**src/rtl/id_ex_reg_pkg.sv**
```systemverilog
// Shared encodings for the ID/EX pipeline register: control codes and the
// bubble value loaded into each control field on flush or reset.
package id_ex_reg_pkg;

  localparam logic [3:0] ALU_ADD    = 4'd0;
  localparam logic [2:0] BR_NONE    = 3'd0;
  localparam logic       B_SEL_RD2  = 1'b0;
  localparam logic       B_SEL_EXT  = 1'b1;

  localparam logic [1:0] WD_SEL_ALU = 2'd0;
  localparam logic [1:0] WD_SEL_RAM = 2'd1;
  localparam logic [1:0] WD_SEL_PC4 = 2'd2;
  localparam logic [1:0] WD_SEL_EXT = 2'd3;

  // Bubble pattern per control field: a bubble must never write state.
  localparam logic       BUB_VALID  = 1'b0;
  localparam logic       BUB_RF_WE  = 1'b0;
  localparam logic       BUB_RAM_WE = 1'b0;
  localparam logic [2:0] BUB_BR_OP  = BR_NONE;
  localparam logic [3:0] BUB_ALU_OP = ALU_ADD;
  localparam logic       BUB_B_SEL  = B_SEL_RD2;
  localparam logic [1:0] BUB_WD_SEL = WD_SEL_ALU;

endpackage

```
**src/rtl/id_ex_reg_field.sv**
```systemverilog
// Generic pipeline field register: rst > flush > stall > load, with a
// per-instance bubble value. Reusable for later pipeline registers.
module pipe_field_reg #(
  parameter int             W      = 1,
  parameter logic [W-1:0]   BUBBLE = '0
) (
  input  logic         clk,
  input  logic         rst,
  input  logic         stall,
  input  logic         flush,
  input  logic [W-1:0] d,
  output logic [W-1:0] q
);

  always_ff @(posedge clk) begin
    if (rst)
      q <= '0;
    else if (flush)
      q <= BUBBLE;
    else if (!stall)
      q <= d;
  end

endmodule

```
**src/rtl/id_ex_reg.sv**
```systemverilog
// ID/EX pipeline register built from pipe_field_reg instances.
// Optional perf counters (bubble_cnt, stall_cnt) with ID_EX_PERF_CNT_EN.
module id_ex_reg
  import id_ex_reg_pkg::*;
#(
  parameter int XLEN = 32,
  parameter int RD_W = 5
) (
  input  logic            clk,
  input  logic            rst,
  input  logic            stall,
  input  logic            flush,
  input  logic            id_valid,
  input  logic [XLEN-1:0] id_pc,
  input  logic [3:0]      id_alu_op,
  input  logic            id_b_sel,
  input  logic [2:0]      id_br_op,
  input  logic [XLEN-1:0] id_A,
  input  logic [XLEN-1:0] id_sext_ext,
  input  logic [XLEN-1:0] id_rf_rD2,
  input  logic [RD_W-1:0] id_rd,
  input  logic            id_rf_we,
  input  logic [1:0]      id_wd_sel,
  input  logic            id_ram_we,
  output logic            ex_valid,
  output logic [XLEN-1:0] ex_pc,
  output logic [3:0]      ex_alu_op,
  output logic            ex_b_sel,
  output logic [2:0]      ex_br_op,
  output logic [XLEN-1:0] ex_A,
  output logic [XLEN-1:0] ex_sext_ext,
  output logic [XLEN-1:0] ex_rf_rD2,
  output logic [RD_W-1:0] ex_rd,
  output logic            ex_rf_we,
  output logic [1:0]      ex_wd_sel,
  output logic            ex_ram_we
`ifdef ID_EX_PERF_CNT_EN
  ,
  output logic [31:0]     bubble_cnt,
  output logic [31:0]     stall_cnt
`endif
);

  // A non-valid slot still carries its fields but must have no side effects.
  logic       rf_we_g;
  logic       ram_we_g;
  logic [2:0] br_op_g;

  assign rf_we_g  = id_valid & id_rf_we;
  assign ram_we_g = id_valid & id_ram_we;
  assign br_op_g  = id_valid ? id_br_op : BR_NONE;

  pipe_field_reg #(.W(1), .BUBBLE(BUB_VALID)) u_valid (
    .clk(clk), .rst(rst), .stall(stall), .flush(flush), .d(id_valid), .q(ex_valid));
  pipe_field_reg #(.W(XLEN)) u_pc (
    .clk(clk), .rst(rst), .stall(stall), .flush(flush), .d(id_pc), .q(ex_pc));
  pipe_field_reg #(.W(4), .BUBBLE(BUB_ALU_OP)) u_alu_op (
    .clk(clk), .rst(rst), .stall(stall), .flush(flush), .d(id_alu_op), .q(ex_alu_op));
  pipe_field_reg #(.W(1), .BUBBLE(BUB_B_SEL)) u_b_sel (
    .clk(clk), .rst(rst), .stall(stall), .flush(flush), .d(id_b_sel), .q(ex_b_sel));
  pipe_field_reg #(.W(3), .BUBBLE(BUB_BR_OP)) u_br_op (
    .clk(clk), .rst(rst), .stall(stall), .flush(flush), .d(br_op_g), .q(ex_br_op));
  pipe_field_reg #(.W(XLEN)) u_a (
    .clk(clk), .rst(rst), .stall(stall), .flush(flush), .d(id_A), .q(ex_A));
  pipe_field_reg #(.W(XLEN)) u_sext_ext (
    .clk(clk), .rst(rst), .stall(stall), .flush(flush), .d(id_sext_ext), .q(ex_sext_ext));
  pipe_field_reg #(.W(XLEN)) u_rf_rd2 (
    .clk(clk), .rst(rst), .stall(stall), .flush(flush), .d(id_rf_rD2), .q(ex_rf_rD2));
  pipe_field_reg #(.W(RD_W)) u_rd (
    .clk(clk), .rst(rst), .stall(stall), .flush(flush), .d(id_rd), .q(ex_rd));
  pipe_field_reg #(.W(1), .BUBBLE(BUB_RF_WE)) u_rf_we (
    .clk(clk), .rst(rst), .stall(stall), .flush(flush), .d(rf_we_g), .q(ex_rf_we));
  pipe_field_reg #(.W(2), .BUBBLE(BUB_WD_SEL)) u_wd_sel (
    .clk(clk), .rst(rst), .stall(stall), .flush(flush), .d(id_wd_sel), .q(ex_wd_sel));
  pipe_field_reg #(.W(1), .BUBBLE(BUB_RAM_WE)) u_ram_we (
    .clk(clk), .rst(rst), .stall(stall), .flush(flush), .d(ram_we_g), .q(ex_ram_we));

`ifdef ID_EX_PERF_CNT_EN
  logic bubble_ev;
  logic stall_ev;

  assign bubble_ev = flush | (~stall & ~id_valid);
  assign stall_ev  = stall & ~flush;

  always_ff @(posedge clk) begin
    if (rst) begin
      bubble_cnt <= '0;
      stall_cnt  <= '0;
    end else begin
      if (bubble_ev && bubble_cnt != 32'hFFFF_FFFF)
        bubble_cnt <= bubble_cnt + 32'd1;
      if (stall_ev && stall_cnt != 32'hFFFF_FFFF)
        stall_cnt <= stall_cnt + 32'd1;
    end
  end
`endif

endmodule
```
**config.mk**
```make
export PLATFORM = sky130hd
export DESIGN_NAME = id_ex_reg
export DESIGN_NICKNAME = d
export VERILOG_FILES = /design/src/rtl/id_ex_reg_pkg.sv /design/src/rtl/id_ex_reg_field.sv /design/src/rtl/id_ex_reg.sv
export SDC_FILE = /design/constraint.sdc
export NUM_CORES = 1
export LEC_CHECK = 0
export ABC_AREA = 1
export BUFFER_PORTS_ARGS = -buffer_cell sky130_fd_sc_hd__buf_2
export CAP_MARGIN = 20
export CORE_MARGIN = 5
export CORE_UTILIZATION = 30
export DETAILED_ROUTE_END_ITERATION = 8
export PLACE_DENSITY = 0.59
export SLEW_MARGIN = 5
export SYNTH_ARGS = -nofsm -noshare
export SYNTH_HDL_FRONTEND = slang
export SYNTH_SLANG_ARGS = --single-unit
```
**constraint.sdc**
```tcl
create_clock -name clk -period 0.97 [get_ports clk]
set_input_delay 0.0485 -clock clk [delete_from_list [all_inputs] [get_ports clk]]
set_output_delay 0.0485 -clock clk [all_outputs]
set_load 0.01 [all_outputs]
```
==> results of run 1 <==
final cells by class:
cell class | count | area [um^2] | share of cell area (%)
clock inverters | 12 | 131 | 1.46
clock buffers | 19 | 443 | 4.91
multi-input cells | 439 | 1840 | 20.4
well taps | 220 | 275 | 3.05
flip-flops and latches | 146 | 3010 | 33.4
repair buffers | 453 | 3310 | 36.7
inverters | 1 | 6.26 | 0.0694
cell usage in the layout, fill, tap and decap left out, drive strengths merged:
cell,count
a21oi,146
buf,307
bufinv,2
clkbuf,19
clkinv,3
clkinvlp,4
dfxtp,146
dlygate4sd3,146
inv,4
nand2,287
nand3,5
or2,1
what timing repair did:
action	in CTS	in global routing
endpoints found under the setup margin	7	80
gates resized for setup	10	94
hold buffers	146	0
endpoints found under the hold margin	146	0
sequential cells by signal, summed over array words and instances, names as in the netlist:
register and count:
u_rd.q 5, u_br_op.q 3, u_ram_we.q 1, u_sext_ext.q 32, u_valid.q 1, u_wd_sel.q 2
u_b_sel.q 1, u_rf_rd2.q 32, u_alu_op.q 4, u_pc.q 32, u_rf_we.q 1, u_a.q 32
power breakdown:
group | total, mW | leakage [nW] | internal (mW) | switching [mW]
clock network | 6.46 | 0.272 | 3.85 | 2.61
logic | 1.81 | 2.65 | 0.982 | 0.825
registers | 6.30 | 1.22 | 6.20 | 0.0967
worst min path at each step:
stage / startpoint / endpoint / slack, ps
2_1_floorplan: id_A[0] / u_a.q[0] / 190
3_3_place_gp: id_pc[29] / u_pc.q[29] / 300
3_5_place_dp: id_rf_rD2[30] / u_rf_rd2.q[30] / 300
4_1_cts: rst / u_sext_ext.q[10] / 20
5_1_grt: flush / u_b_sel.q / 30
6_report: rst / u_b_sel.q / 30
cell families after synthesis:
logic type             Yosys count
AOI/OAI and AO/OA              146
DFF                            146
and+or+nand+nor                293
buffers and inverters           49
routing by layer:
| layer | global-route usage [%] | up-vias |
|---|---|---|
| met5 | 0 | - |
| met4 | 6.94 | 0 |
| met3 | 6.13 | 32 |
| met2 | 30.3 | 277 |
| met1 | 20.9 | 2647 |
| li1 | - | 2876 |
==> flow_summary.toml, run 1 <==
[route]
vias = 5832
met3_length_mm = 1.76
first_iter_violations = 236
routed_via_density = 4.52
top_layer_used = "met4"
wirelength_mm = 18.5
wire_per_inst_um = 14.3
wl_met1_mm = 7.45
wl_met2_mm = 8.82
route.detailed.drc = 0
drtPass1Iterations = 5
ant_nets = 0

[setup_path]
slowest_delay_ps = 350
cp_slowest_cell = "dfxtp_1"
reg2regPathDepth = 2
arrival_ps = 890
cp-startpoint = "u_a.q[10]"
crit_family = "flip-flops"
critPathMaxFanout = 2
worst-setup-path-type = "flip-flop to output pin"
r2r-start = "u_a.q[12]"
r2r-end = "u_a.q[12]"
startpoint_type = "flip-flop"
cp-end-kind = "output pin"
timing.critical_path.buf_inv = 1
cp-endpoint = "ex_A[10]"
path_depth = 1
path_cells = "buf_6"
crit_required_ps = 920
timing.reg2reg.setup_slack_ps = 310

[floorplanning]
die_h_um = 141
core_um2 = 16700
rows = 47
start_util_pct = 30.7
ios = 296
die_area_um2 = 19800
die_w_um = 141

[yosys]
synth_nets = 784
synth_top_area_share_pct = 56.9
synth-compound-area-share_pct = 14.2
synthXorXnorAreaFrac_pct = 0
synthMuxAreaShare_pct = 0
yosysMostFrequentCell = "nand2_1"
synth_ff_type = "dfxtp_1"
netlist_area_um2 = 5130
synth_cells = 634
post-synth-top-area-cell = "dfxtp_1"
synth_top_family_by_area = "simple AND/OR/NAND/NOR gates"
ys_seq_area_share_pct = 56.9
yosys.area_share.simple_pct = 21.6
syn_avg_cell_area_um2 = 8.10
yosysUniqueCellTypes = 9
synth_edf_count = 0
ys_top_cells_by_area = "dfxtp_1 57%, nand2_1 21%, a21oi_1 14%, buf_2 3.1%, clkbuf_8 2.7%"
ys_async_sr_fraction_pct = 0
netlist_top_cells_count = "287 x nand2_1, 146 x a21oi_1, 146 x dfxtp_1"
yosysWarnings = 0
ys_seq_elements = 146
synth_fa_ha_area_share_pct = 0

[sta]
min_period_ps = 935
hold_violations = 0
setup_viol = 0
period_share_pct = 96.4
tns_ps = 0
relSlewSlack_pct = 82.4
max_freq_mhz = 1070
worst_slew_pin_slew_ps = 264
whs_ps = 26.2
setup_slack_ps = 35.3
fin_skew_ps = 0
finalMaxSlewViolations = 0

[finish]
finalInstanceArea_um2 = 9010
final_nets = 1208
drive_above_1_share_pct = 38.2
fillers = 1483
fin_cells = 1290
diodes = 0
area_growth_pct = 75.6
final_util_pct = 54.0

[pwr]
p_total_mw = 14.6
peakVddDrop_v = 0.00111
p_per_area_nw_per_um2 = 1620
p_leak_nw = 4.15

[placement]
port_buffers = 295
dp.cells = 1113
place.gp.congestion = 0.805
post-place-ws_ps = 64.3
dpl.hpwl_mm = 11.5
place_area_um2 = 6730

[worst_hold_path]
hp-class = "input port to flip-flop"
min_path_cells = 3

[job]
maxCapViolCount = 0

[clock_network]
postCtsSetupRepairBufs = 0
clk_path_buf_depth = 2
cts_buffers = 17
clockRootBuffer = "clkbuf_16"
cts_max_level = 4
cts.sinks = 146
cts_tree = "built"
clk_latency_ps = 410
clk_pin_slew_ps = 60

[global_route]
grt_pass1_wl_mm = 29.1
grt_pass1_vias = 5824
grt_overflow = 0
grt_usage_pct = 17.9
grt_max_degree = 58
antenna_found_initial = 0

[status]
status = "complete, no violations"
Power figures use the tool's default switching activity.
==> run 2: changes to the inputs <==
--- a/config.mk
+++ b/config.mk
@@ -6,5 +6,4 @@
 export NUM_CORES = 1
 export LEC_CHECK = 0
-export ABC_AREA = 1
 export BUFFER_PORTS_ARGS = -buffer_cell sky130_fd_sc_hd__buf_2
 export CAP_MARGIN = 20
==> constraint.sdc (replaced) <==
create_clock -name clk -period 0.97 [get_ports clk]
set_input_delay 0.0485 -clock clk [delete_from_list [all_inputs] [get_ports clk]]
set_output_delay 0.0485 -clock clk [all_outputs]
set_load 0.05 [all_outputs]
==> flow_summary.toml, run 2 <==
[yosys]
yosysUniqueCellTypes = 12
ys_top_cells_by_area = "dfxtp_1 56%, mux2i_1 27%, nor2_1 10%, buf_8 2.3%, buf_2 2.0%"
synth_edf_count = 0
syn_avg_cell_area_um2 = 10.9
netlist_area_um2 = 5210
post-synth-top-area-cell = "dfxtp_1"
netlist_top_cells_count = "146 x dfxtp_1, 141 x mux2i_1, 141 x nor2_1"
ys_async_sr_fraction_pct = 0
synth_top_area_share_pct = 56.1
ys_seq_elements = 146
yosysWarnings = 0
yosysMostFrequentCell = "dfxtp_1"
synth_cells = 477
synth_nets = 627
synth_ff_type = "dfxtp_1"
ys_seq_area_share_pct = 56.1

[setup_path]
critPathMaxFanout = 2
path_cells = "buf_8"
arrival_ps = 920
cp-end-kind = "output pin"
slowest_delay_ps = 370
crit_family = "flip-flops"
cp_slowest_cell = "dfxtp_4"
crit_required_ps = 920
worst-setup-path-type = "flip-flop to output pin"
startpoint_type = "flip-flop"
timing.critical_path.buf_inv = 1

[floorplanning]
ios = 296
start_util_pct = 30.3
rows = 48
die_area_um2 = 20100
core_um2 = 17200
die_w_um = 142
die_h_um = 142

[route]
drtPass1Iterations = 4
route.detailed.drc = 0
wire_per_inst_um = 16.8
first_iter_violations = 195
ant_nets = 0
routed_via_density = 4.50
vias = 5302
wirelength_mm = 19.8

[pwr]
peakVddDrop_v = 0.00110
p_leak_nw = 5.03
p_per_area_nw_per_um2 = 1490

[sta]
rsz0062_at_grt = "yes"
min_period_ps = 973
finalMaxSlewViolations = 0
setup_slack_ps = -3.02
hold_violations = 0
worst_slew_pin_slew_ps = 310
max_freq_mhz = 1030
fin_skew_ps = 0
relSlewSlack_pct = 79.3
setup_viol = 3
period_share_pct = 100

[global_route]
grt_usage_pct = 19.0
grt_overflow = 0
grt_pass1_wl_mm = 30.3
grt_max_degree = 59
grt_pass1_vias = 5775
antenna_found_initial = 2

[placement]
dpl.hpwl_mm = 10.7
place.gp.congestion = 0.749
port_buffers = 295
post-place-ws_ps = 63.4
place_area_um2 = 6930

[clock_network]
cts_buffers = 17
cts_tree = "built"
clk_pin_slew_ps = 60
clk_latency_ps = 410
clk_path_buf_depth = 2
cts_max_level = 4
clockRootBuffer = "clkbuf_16"
cts.sinks = 146

[job]
maxCapViolCount = 0

[finish]
drive_above_1_share_pct = 53.2
finalInstanceArea_um2 = 10700
final_nets = 1087
fillers = 1294
final_cell_mix = "148 x buf_2, 146 x dlygate4sd3_1, 144 x dfxtp_2"
area_growth_pct = 106
final_common_cell = "buf_2"

[status]
violations = "setup timing"
status = "complete, but fails checks"

[worst_hold_path]
hp-class = "input port to flip-flop"
## run 2: cell count changes in the layout (fill, tap and decap cells not counted), sizes merged, moves of 5 or more
cell,change
mux2i,+141
nand2,-282
buf,+20
a21oi,-141
nor2,+141
nand3b,+5
nand3,-5
## run 2: final cells by class
class / instances / area, um^2 / area share, %
Timing Repair Buffer: 474 / 4720 / 43.9
Clock inverter: 12 / 155 / 1.44
Tap cell: 225 / 282 / 2.62
Clock buffer: 20 / 447 / 4.16
Sequential cell: 146 / 3110 / 28.9
Multi-Input combinational cell: 298 / 2030 / 18.9
Antenna cell: 2 / 5.00 / 0.0466
## run 2: path summary, 6_finish.rpt
check	from	end	slack, ps	depth (start not counted)
worst max-delay path	u_rf_rd2.q[18]	ex_rf_rD2[18]	-3	1
worst min-delay path	stall	u_sext_ext.q[8]	120	4
worst max register to register	u_a.q[16]	u_a.q[16]	90	4
worst min register to register	u_br_op.q[0]	u_br_op.q[0]	480	2
## run 2: layer usage
layer | vias to the layer above | routed length, um | global-route usage, % | part of all wire (%)
li1 | 2510 | - | - | -
met1 | 2468 | 7270 | 20.4 | 37
met2 | 268 | 10200 | 33.3 | 52
met3 | 56 | 1590 | 6.03 | 8.1
met4 | 0 | 694 | 10.0 | 3.5
met5 | - | 0 | 0 | 0
## run 2: per-stage QoR
step / total power [mW] / setup TNS [ps] / hold WS [ps] / util [%] / cells
global route: 16.7 / -2900 / 131 / 62.6 / 1177
finish: 16.1 / -4.91 / 121 / 62.6 / 1177
detailed placement: 8.42 / 0 / 284 / 40.4 / 979
floorplan: 7.78 / 0 / 192 / - / 477
CTS: 16.1 / -937 / 101 / 61.4 / 1163
global placement: 8.41 / 0 / 275 / 40.4 / 979
## run 2: report_power, final
group	total, mW	internal, mW	switching (mW)	leakage, nW
Combinational	2.94	1.50	1.44	3.48
Clock	6.70	4.13	2.57	0.291
Sequential	6.41	6.23	0.180	1.26
## run 2: timing repair
action | CTS | global route
buffers inserted | 6 | 12
hold endpoints to repair | 145 | 0
resized for setup | 548 | 28
cloned | 0 | 0
hold buffers | 146 | 0
setup endpoints to repair | 146 | 145
## run 2: cells by family after synthesis
family / count (synthesis) / synth area share, %
AO/OA/AOI/OAI: 5 / 0.480
multiplexers: 141 / 27.1
buffers and inverters: 33 / 4.97
AND/OR/NAND/NOR: 152 / 11.4
flip-flops: 146 / 56.1
